`config.mk`:
```
export PLATFORM = sky130hd
export DESIGN_NAME = pipeline_stall_ctrl_flat
export DESIGN_NICKNAME = d
export VERILOG_FILES = /design/src/rtl/pipeline_stall_ctrl_if.sv /design/src/rtl/pipeline_stall_ctrl.sv /design/src/flat_wrapper.sv
export SDC_FILE = /design/constraint.sdc
export NUM_CORES = 1
export LEC_CHECK = 0
export BUFFER_PORTS_ARGS = -buffer_cell sky130_fd_sc_hd__clkbuf_2
export CORE_MARGIN = 5
export CORE_UTILIZATION = 43
export DETAILED_ROUTE_END_ITERATION = 8
export HOLD_SLACK_MARGIN = 0.06
export PLACE_DENSITY_LB_ADDON = 0.12
export SYNTH_ARGS = -nofsm -noshare
export SYNTH_HDL_FRONTEND = slang
export SYNTH_SLANG_ARGS = --single-unit
```
`constraint.sdc`:
```
create_clock -name clk -period 5.2 [get_ports clk]
set_input_delay 1.04 -clock clk [delete_from_list [all_inputs] [get_ports clk]]
set_output_delay 1.04 -clock clk [all_outputs]
set_load 0.01 [all_outputs]
```
`src/rtl/pipeline_stall_ctrl_if.sv`:
```
// Hazard flags in, pipeline enable/flush controls out.
// master: hazard/memory side; slave: the stall controller.
interface pipeline_stall_ctrl_if;
   logic load_rs_D;
   logic load_rt_D;
   logic branch_stall_D;
   logic branch_taken_D;
   logic jump_D;
   logic imem_busy;
   logic dmem_busy;
   logic pc_en;
   logic if_id_en;
   logic if_id_flush;
   logic id_ex_en;
   logic id_ex_flush;
   logic ex_mem_en;
   logic mem_wb_en;
   logic mem_wb_flush;
   logic mem_timeout;

   modport master (
      output load_rs_D, load_rt_D, branch_stall_D,
      output branch_taken_D, jump_D, imem_busy, dmem_busy,
      input  pc_en, if_id_en, if_id_flush,
      input  id_ex_en, id_ex_flush, ex_mem_en,
      input  mem_wb_en, mem_wb_flush, mem_timeout
   );

   modport slave (
      input  load_rs_D, load_rt_D, branch_stall_D,
      input  branch_taken_D, jump_D, imem_busy, dmem_busy,
      output pc_en, if_id_en, if_id_flush,
      output id_ex_en, id_ex_flush, ex_mem_en,
      output mem_wb_en, mem_wb_flush, mem_timeout
   );
endinterface

```
`src/rtl/pipeline_stall_ctrl.sv`:
```
// Pipeline stall/flush controller with memory-wait sequencing,
// fetch-redirect capture, dmem watchdog and perf counters.
// Ports: clk, rst_n (sync, active-low); bus (slave): hazard flags in,
// stage enables/flushes and mem_timeout out; stall_cnt/flush_cnt out.
module pipeline_stall_ctrl #(
   parameter int TIMEOUT_CYCLES = 255,
   parameter int CNT_WIDTH      = 32
) (
   input  logic                 clk,
   input  logic                 rst_n,
   pipeline_stall_ctrl_if.slave bus,
   output logic [CNT_WIDTH-1:0] stall_cnt,
   output logic [CNT_WIDTH-1:0] flush_cnt
);

   localparam int WD_W = $clog2(TIMEOUT_CYCLES + 1);

   localparam logic [1:0] RUN      = 2'd0;
   localparam logic [1:0] MEM_WAIT = 2'd1;
   localparam logic [1:0] ERROR    = 2'd2;

   logic [1:0]           state_q, state_d;
   logic [WD_W-1:0]      wd_q, wd_d;
   logic                 redir_q, redir_d;
   logic                 tmo_q, tmo_d;
   logic [CNT_WIDTH-1:0] stall_q, flush_q;

   logic pc_en, if_id_en, id_ex_en, ex_mem_en, mem_wb_en;
   logic if_id_fl, id_ex_fl, mem_wb_fl;
   logic hazard, redirect;

   assign hazard   = bus.load_rs_D | bus.load_rt_D
                   | bus.branch_stall_D;
   assign redirect = bus.branch_taken_D | bus.jump_D;

   always_comb begin
      pc_en     = 1'b1;
      if_id_en  = 1'b1;
      id_ex_en  = 1'b1;
      ex_mem_en = 1'b1;
      mem_wb_en = 1'b1;
      if_id_fl  = 1'b0;
      id_ex_fl  = 1'b0;
      mem_wb_fl = 1'b0;
      state_d   = state_q;
      wd_d      = wd_q;
      redir_d   = redir_q;
      tmo_d     = tmo_q;
      if (!rst_n) begin
         pc_en     = 1'b0;
         if_id_en  = 1'b0;
         id_ex_en  = 1'b0;
         ex_mem_en = 1'b0;
         mem_wb_en = 1'b0;
         if_id_fl  = 1'b1;
         id_ex_fl  = 1'b1;
         mem_wb_fl = 1'b1;
      end else if (state_q == ERROR) begin
         pc_en     = 1'b0;
         if_id_en  = 1'b0;
         id_ex_en  = 1'b0;
         ex_mem_en = 1'b0;
         mem_wb_en = 1'b0;
      end else if (bus.dmem_busy) begin
         // MEM_WB keeps clocking a bubble so the held
         // instruction is not written back twice.
         pc_en     = 1'b0;
         if_id_en  = 1'b0;
         id_ex_en  = 1'b0;
         ex_mem_en = 1'b0;
         mem_wb_fl = 1'b1;
         wd_d      = wd_q + WD_W'(1);
         state_d   = MEM_WAIT;
         if (wd_q == WD_W'(TIMEOUT_CYCLES - 1)) begin
            state_d = ERROR;
            tmo_d   = 1'b1;
         end
      end else begin
         wd_d    = '0;
         state_d = RUN;
         if (hazard) begin
            // branch/jump use stale operands here: ignore
            pc_en    = 1'b0;
            if_id_en = 1'b0;
            id_ex_fl = 1'b1;
         end else if (bus.imem_busy) begin
            pc_en    = 1'b0;
            if_id_fl = 1'b1;
            if (redirect) redir_d = 1'b1;
         end else begin
            // a pending redirect squashes the stale fetch
            if (redirect || redir_q) if_id_fl = 1'b1;
            redir_d = 1'b0;
         end
      end
   end

   always_ff @(posedge clk) begin
      if (!rst_n) begin
         state_q <= RUN;
         wd_q    <= '0;
         redir_q <= 1'b0;
         tmo_q   <= 1'b0;
         stall_q <= '0;
         flush_q <= '0;
      end else begin
         state_q <= state_d;
         wd_q    <= wd_d;
         redir_q <= redir_d;
         tmo_q   <= tmo_d;
         if (!pc_en && stall_q != '1)
            stall_q <= stall_q + 1'b1;
         if ((if_id_fl || id_ex_fl) && flush_q != '1)
            flush_q <= flush_q + 1'b1;
      end
   end

   assign bus.pc_en        = pc_en;
   assign bus.if_id_en     = if_id_en;
   assign bus.if_id_flush  = if_id_fl;
   assign bus.id_ex_en     = id_ex_en;
   assign bus.id_ex_flush  = id_ex_fl;
   assign bus.ex_mem_en    = ex_mem_en;
   assign bus.mem_wb_en    = mem_wb_en;
   assign bus.mem_wb_flush = mem_wb_fl;
   assign bus.mem_timeout  = tmo_q;
   assign stall_cnt        = stall_q;
   assign flush_cnt        = flush_q;

endmodule

```
`src/flat_wrapper.sv`:
```
// flat-port wrapper written by rule: the top's interface ports become plain ports
module pipeline_stall_ctrl_flat 
#(
   parameter int TIMEOUT_CYCLES = 255,
   parameter int CNT_WIDTH      = 32
)
  (clk, rst_n, stall_cnt, flush_cnt, bus_load_rs_D, bus_load_rt_D, bus_branch_stall_D, bus_branch_taken_D, bus_jump_D, bus_imem_busy, bus_dmem_busy, bus_pc_en, bus_if_id_en, bus_if_id_flush, bus_id_ex_en, bus_id_ex_flush, bus_ex_mem_en, bus_mem_wb_en, bus_mem_wb_flush, bus_mem_timeout);
  pipeline_stall_ctrl_if bus_i ();
  input  logic clk;
  input  logic rst_n;
  output logic [CNT_WIDTH-1:0] stall_cnt;
  output logic [CNT_WIDTH-1:0] flush_cnt;
  input wire logic [$bits(bus_i.load_rs_D)-1:0] bus_load_rs_D;
  input wire logic [$bits(bus_i.load_rt_D)-1:0] bus_load_rt_D;
  input wire logic [$bits(bus_i.branch_stall_D)-1:0] bus_branch_stall_D;
  input wire logic [$bits(bus_i.branch_taken_D)-1:0] bus_branch_taken_D;
  input wire logic [$bits(bus_i.jump_D)-1:0] bus_jump_D;
  input wire logic [$bits(bus_i.imem_busy)-1:0] bus_imem_busy;
  input wire logic [$bits(bus_i.dmem_busy)-1:0] bus_dmem_busy;
  output wire logic [$bits(bus_i.pc_en)-1:0] bus_pc_en;
  output wire logic [$bits(bus_i.if_id_en)-1:0] bus_if_id_en;
  output wire logic [$bits(bus_i.if_id_flush)-1:0] bus_if_id_flush;
  output wire logic [$bits(bus_i.id_ex_en)-1:0] bus_id_ex_en;
  output wire logic [$bits(bus_i.id_ex_flush)-1:0] bus_id_ex_flush;
  output wire logic [$bits(bus_i.ex_mem_en)-1:0] bus_ex_mem_en;
  output wire logic [$bits(bus_i.mem_wb_en)-1:0] bus_mem_wb_en;
  output wire logic [$bits(bus_i.mem_wb_flush)-1:0] bus_mem_wb_flush;
  output wire logic [$bits(bus_i.mem_timeout)-1:0] bus_mem_timeout;
  assign bus_i.load_rs_D = bus_load_rs_D;
  assign bus_i.load_rt_D = bus_load_rt_D;
  assign bus_i.branch_stall_D = bus_branch_stall_D;
  assign bus_i.branch_taken_D = bus_branch_taken_D;
  assign bus_i.jump_D = bus_jump_D;
  assign bus_i.imem_busy = bus_imem_busy;
  assign bus_i.dmem_busy = bus_dmem_busy;
  assign bus_pc_en = bus_i.pc_en;
  assign bus_if_id_en = bus_i.if_id_en;
  assign bus_if_id_flush = bus_i.if_id_flush;
  assign bus_id_ex_en = bus_i.id_ex_en;
  assign bus_id_ex_flush = bus_i.id_ex_flush;
  assign bus_ex_mem_en = bus_i.ex_mem_en;
  assign bus_mem_wb_en = bus_i.mem_wb_en;
  assign bus_mem_wb_flush = bus_i.mem_wb_flush;
  assign bus_mem_timeout = bus_i.mem_timeout;
  pipeline_stall_ctrl #(.TIMEOUT_CYCLES(TIMEOUT_CYCLES), .CNT_WIDTH(CNT_WIDTH)) u_core (.clk(clk), .rst_n(rst_n), .bus(bus_i), .stall_cnt(stall_cnt), .flush_cnt(flush_cnt));
endmodule
```
==> results of run 1 <==
final timing paths:
path	start	endpoint	slack, ps	depth (start not counted)
worst max register to register	u_core.flush_cnt[0]	u_core.flush_cnt[30]	2540	6
worst min register to register	u_core.wd_q[7]	u_core.wd_q[7]	490	2
worst min-delay path	u_core.wd_q[7]	u_core.wd_q[7]	490	2
worst max-delay path	rst_n	bus_pc_en	1560	4
cells by family (layout without fill, tap and decap cells):
kind of cell / count (synthesis) / in the layout
DFF: 76 / 76
adders and majority gates: 4 / 4
muxes: 15 / 15
AOI/OAI and AO/OA: 114 / 114
buffers and inverters: 41 / 112
xor gates and xnor gates: 4 / 4
and+or+nand+nor: 229 / 229
worst min-delay path, cell delays in order, from the launching register on:
cell     delay (ps)
dfxtp_1         320
o21ai_0          70
a21oi_1          60
state kept, by name (all words and copies together), names as in the netlist:
signal,count
u_core.flush_cnt,32
u_core.stall_cnt,32
u_core.wd_q,8
u_core.state_q,2
u_core.bus.mem_timeout,1
u_core.redir_q,1
Yosys cell counts, drive strengths merged (8+ instances only):
master	n
clkbuf	12
nand3	21
buf	16
or3	10
nor4	18
inv	13
o31ai	39
mux2i	15
or4	36
nand2b	16
dfxtp	76
o21ai	16
a21oi	49
nor3	8
nand2	50
nor2	26
nand4	25
metal layers:
metal / vias to the layer above / wire length, µm / global-route usage [%]
met5: - / 0 / 0
met4: 0 / 104 / 3.38
met3: 10 / 370 / 4.37
met2: 65 / 4890 / 30.7
met1: 1845 / 4660 / 22.6
li1: 1975 / - / -
power breakdown:
part	internal (mW)	switching, mW	total, mW	leakage [nW]
sequential	0.587	0.00639	0.593	0.614
combinational	0.0179	0.0340	0.0519	0.867
clock	0.235	0.216	0.451	0.100
cell type report:
cell class                      count  area, µm²  area share, %
Multi-Input combinational cell    366       2310           49.8
Sequential cell                    76       1520           32.9
Timing Repair Buffer               83        420           9.08
Clock buffer                       12        145           3.14
Tap cell                          111        139           3.00
Clock inverter                      4       48.8           1.05
Inverter                           13       48.8           1.05
==> results.py, run 1 <==
metrics = {
    "sta": {
        "maxSlewViolCount": 0,
        "final.period_utilization_pct": 70.0,
        "max_slew_margin_pct": 25.4,
        "tightestPinTransition_ps": 1110,
        "setup_tns_ps": 0,
        "fin_hold_ws_ps": 492,
        "fin_crit_ps": 3640,
        "clock_skew_ps": 13.2,
        "setup_viol": 0,
        "max_freq_mhz": 275,
        "hold_viol": 0,
        "rsz0062_at_grt": "no",
        "setup_slack_ps": 1560,
    },
    "clock_tree": {
        "clk_pin_slew_ps": 80,
        "ctsRootBufferMaster": "clkbuf_8",
        "cts_setup_buffers": 0,
        "clockBufferDepth": 2,
        "cts_resized": 0,
        "numCtsBuffers": 9,
        "postCtsHoldBufs": 0,
        "htreeDepth": 3,
        "worstSkewPairLatency_ps": 350,
        "clkSinkCount": 76,
        "cts_tree": "done",
    },
    "synth": {
        "yosys.area_share.simple_pct": 34.1,
        "synth-seq-cells": 76,
        "synth_top_family_by_area": "simple AND/OR/NAND/NOR gates",
        "ys_warn_count": 0,
        "ys_types": 51,
        "yosys.area.top_type": "dfxtp_1",
        "async_flop_share_pct": 0,
        "postSynthAreaPerCell_um2": 8.29,
        "syn_nets": 496,
        "synth_cells": 483,
        "synthesis.area_mm2": 0.00401,
        "synth_fa_ha_area_share_pct": 1.25,
        "synth_edf_count": 0,
        "synth_top_area_share_pct": 38.0,
        "yosys-top-cells-area": "dfxtp_1, o31ai_1, or4_1",
        "synth_flop_cell": "dfxtp_1",
        "synth-xor-area-share_pct": 0.874,
        "ys_seq_area_share_pct": 38.0,
        "synth_compound_area_share_pct": 17.5,
        "synthMuxAreaShare_pct": 3.75,
    },
    "critical_path": {
        "critPathSlowestCell": "clkbuf_2",
        "startpoint_type": "primary input",
        "path_class": "primary input to output port",
        "worstPathRequired_ps": 4160,
        "cpLargestDelayFamily": "buffers and inverters",
        "setup.worst_path.end_class": "output port",
        "crit_path_max_fanout": 44,
        "arrival_ps": 2600,
        "path_common_cell": "clkbuf_2",
        "worst_path_largest_cell_delay_ps": 630,
        "crit_path_cell_trace": "clkbuf_2, nand4b_2, inv_1, clkbuf_2",
        "path_buf_inv": 3,
    },
    "min_path": {
        "hold_class": "flop to flop",
    },
    "finish": {
        "layout_commonest_cell": "clkbuf_2",
        "nFillCells": 931,
        "layout-drive-gt1-share_pct": 20.6,
        "fin_util_pct": 50.6,
        "layout.nets": 562,
        "design_area_mm2": 0.00463,
        "layout_common_cells": "clkbuf_2, dfxtp_1, nand2_1",
        "final_cells": 665,
        "areaGrowthSynthToFinish_pct": 15.6,
        "diodes": 0,
    },
    "grt": {
        "grt_antenna_before_repair": 0,
        "grt_max_degree": 45,
        "grt_pass1_vias": 3550,
        "overflow": 0,
        "grt_usage_pct": 17.8,
        "grt_pass1_wl_um": 16900,
    },
    "place": {
        "hpwl_um": 7180,
        "preCtsSetupSlack_ps": 1400,
        "gp_congestion": 0.797,
        "place_area_mm2": 0.00443,
        "dp_cells": 649,
        "io_buffers": 81,
    },
    "routing": {
        "routed-via-count": 3895,
        "routed_wl_um": 10000,
        "first_pass_iters": 4,
        "remaining_drc_errors": 0,
        "wl_per_cell_um": 15.1,
        "drt_iter0_markers": 155,
        "ant_nets": 0,
        "vias_per_cell": 5.86,
    },
    "power": {
        "p_leak_nw": 1.58,
        "ir_drop_v": 0.000125,
        "total_power_mw": 1.10,
        "power.density_mw_per_mm2": 237,
    },
    "floorplanning": {
        "rows": 35,
        "core_mm2": 0.00915,
        "io_pins": 82,
        "die-area_mm2": 0.0113,
        "start_util_pct": 43.8,
        "chipWidth_um": 107,
        "die-height_um": 107,
    },
    "job": {
        "max-cap-violations": 0,
    },
    "status": {
        "status": "finished, final reports clean",
    },
}
No activity file was read; power rests on OpenSTA's default activity.
==> inputs of run 2 (changes only) <==
- ABC_AREA: unset -> 1
- clock period: 5.2 -> 3.1 ns (I/O delays scaled with it)
==> run 2 against run 1 <==
Effect of this change: worst setup slack got worse by 780 ps; first-iteration DRC count increased by 95%; routed wire length increased by 32%; count of clock-buffer cells in the layout decreased by 2; area after synthesis increased by 19%; largest cell class unchanged; critical path depth increased by 6; sequential power increased by 69%; global-route usage increased by 3.1 points; design area increased by 17%; total power increased by 81%.
==> results.py, run 2 <==
metrics = {
    "status": {
        "status": "finished, final reports clean",
    },
    "routing": {
        "routed_wl_um": 13300,
        "wl_per_cell_um": 13.3,
        "drt_iter0_markers": 302,
        "routed-via-count": 4962,
        "remaining_drc_errors": 0,
        "first_pass_iters": 6,
        "ant_nets": 0,
        "vias_per_cell": 4.98,
    },
    "place": {
        "hpwl_um": 10100,
        "dp_cells": 981,
        "place_area_mm2": 0.00521,
        "io_buffers": 81,
        "gp_congestion": 0.961,
    },
    "grt": {
        "grt_usage_pct": 20.9,
        "grt_pass1_vias": 4699,
        "grt_max_degree": 48,
        "grt_antenna_before_repair": 0,
        "overflow": 0,
        "grt_pass1_wl_um": 22300,
    },
    "power": {
        "total_power_mw": 1.99,
        "ir_drop_v": 0.000293,
        "sequentialPowerShare_pct": 50.3,
        "swShare_pct": 25.0,
        "p_switching_mw": 0.497,
        "p_leak_nw": 2.10,
        "pwr-share-clk_pct": 44.3,
        "cell_internal_pwr_mw": 1.49,
        "power.density_mw_per_mm2": 366,
        "power_frac_comb_pct": 5.3,
    },
    "floorplanning": {
        "rows": 38,
        "die-area_mm2": 0.0133,
        "die-height_um": 115,
        "io_pins": 82,
        "core_mm2": 0.0108,
        "start_util_pct": 43.9,
        "chipWidth_um": 115,
    },
    "clock_tree": {
        "ctsRootBufferMaster": "clkbuf_8",
        "cts_setup_buffers": 0,
        "worstSkewPairLatency_ps": 370,
        "cts_resized": 0,
        "postCtsHoldBufs": 0,
        "numCtsBuffers": 9,
        "htreeDepth": 3,
        "clkSinkCount": 76,
        "clockBufferDepth": 2,
        "clk_pin_slew_ps": 90,
        "cts_tree": "done",
    },
    "synth": {
        "synth_edf_count": 0,
        "synthesis.area_mm2": 0.00476,
        "yosys.area_share.simple_pct": 45.6,
        "synthMuxAreaShare_pct": 0,
        "postSynthAreaPerCell_um2": 6.12,
        "syn_nets": 791,
        "synthTopCellsByCount": "nand2_1, nor2_1, dfxtp_1",
        "yosys.area.top_type": "dfxtp_1",
        "synth_top_family_by_area": "simple AND/OR/NAND/NOR gates",
        "synthMostInstantiatedCell": "nand2_1",
        "ys_types": 31,
        "synth_compound_area_share_pct": 8.94,
        "synth_fa_ha_area_share_pct": 1.05,
        "synth_flop_cell": "dfxtp_1",
        "synth-seq-cells": 76,
        "synth-xor-area-share_pct": 5.52,
        "ys_seq_area_share_pct": 32.0,
        "synth_top_area_share_pct": 32.0,
        "yosys-top-cells-area": "dfxtp_1, nand2_1, nor2_1",
        "synth_cells": 778,
        "ys_warn_count": 0,
        "async_flop_share_pct": 0,
    },
    "min_path": {
        "hold_depth": 2,
        "hold_class": "flop to flop",
    },
    "critical_path": {
        "path_class": "flop to flop",
        "startpoint_type": "flop",
        "r2r_cells": 10,
        "crit_path_max_fanout": 30,
        "setup.worst_path.end_class": "flop",
        "worstPathRequired_ps": 3340,
        "arrival_ps": 2560,
    },
    "finish": {
        "layout-drive-gt1-share_pct": 15.4,
        "nFillCells": 1171,
        "final_cells": 997,
        "layout.nets": 865,
        "diodes": 0,
        "design_area_mm2": 0.00543,
        "layout_common_cells": "nand2_1, nor2_1, clkbuf_2",
        "layout_commonest_cell": "nand2_1",
        "areaGrowthSynthToFinish_pct": 14.2,
    },
    "job": {
        "max-cap-violations": 0,
    },
    "sta": {
        "maxSlewViolCount": 0,
        "fin_crit_ps": 2320,
        "max_freq_mhz": 431,
        "tightestPinTransition_ps": 576,
        "fin_hold_ws_ps": 450,
        "setup_viol": 0,
        "max_slew_margin_pct": 61.6,
        "clock_skew_ps": 9.06,
        "rsz0062_at_grt": "no",
        "hold_viol": 0,
        "final.period_utilization_pct": 74.9,
        "setup_tns_ps": 0,
    },
}
run 2: layout make-up:
class                   count  area, µm²  share of cell area [%]
flip-flops and latches     76       1520                    28.0
inverters                  50        190                    3.50
clock buffers              10        138                    2.53
clock inverters             6       86.3                    1.59
repair buffers             82        413                    7.60
multi-input cells         633       2910                    53.6
well taps                 140        175                    3.22
run 2: cells by family after synthesis:
| group | count (synthesis) |
|---|---|
| XOR/XNOR | 30 |
| flip-flops | 76 |
| adder cells (fa/ha/maj) | 4 |
| AO/OA/AOI/OAI | 76 |
| AND/OR/NAND/NOR | 523 |
| buffers and inverters | 69 |
run 2: worst paths after layout:
check,startpoint,to,slack [ps]
hold / removal,u_core.bus.mem_timeout,u_core.bus.mem_timeout,450
hold reg to reg,u_core.bus.mem_timeout,u_core.bus.mem_timeout,450
setup / recovery,u_core.stall_cnt[0],u_core.stall_cnt[31],780
setup reg to reg,u_core.stall_cnt[0],u_core.stall_cnt[31],780
run 2: layer usage:
| layer | vias up | track usage (%) | part of all wire [%] |
|---|---|---|---|
| met5 | - | 0 | 0 |
| met4 | 0 | 9.39 | 2.7 |
| met3 | 24 | 3.47 | 4.6 |
| met2 | 111 | 33.6 | 45 |
| met1 | 2238 | 27.6 | 48 |
| li1 | 2589 | - | - |
run 2: per-stage QoR:
| stage | worst slack [ps] | util, % |
|---|---|---|
| 5_1_grt | 611 | 50.1 |
| 2_1_floorplan | 1240 | - |
| 6_report | 778 | 50.1 |
| 3_3_place_gp | 781 | 48.1 |
| 4_1_cts | 782 | 50.1 |
| 3_5_place_dp | 723 | 48.1 |
run 2: power groups by stage:
stage | registers, mW | clock network [mW] | logic, mW
after floorplan | 1.02 | 0 | 0.0742
after global placement | 1.02 | 0 | 0.104
after detailed placement | 1.02 | 0 | 0.106
after CTS | 1.00 | 0.906 | 0.106
after global routing | 1.00 | 0.945 | 0.120
final | 1.00 | 0.881 | 0.105
run 2: critical path, cell delays in order, from the launching register on:
cell and delay (ps):
dfxtp_1 430, ha_1 290, inv_1 100, nor2_4 210, nand2_4 100, nor2_4 150, nand2_4 90, nand2_4 280
inv_2 290, nand2_1 160, a21oi_2 60
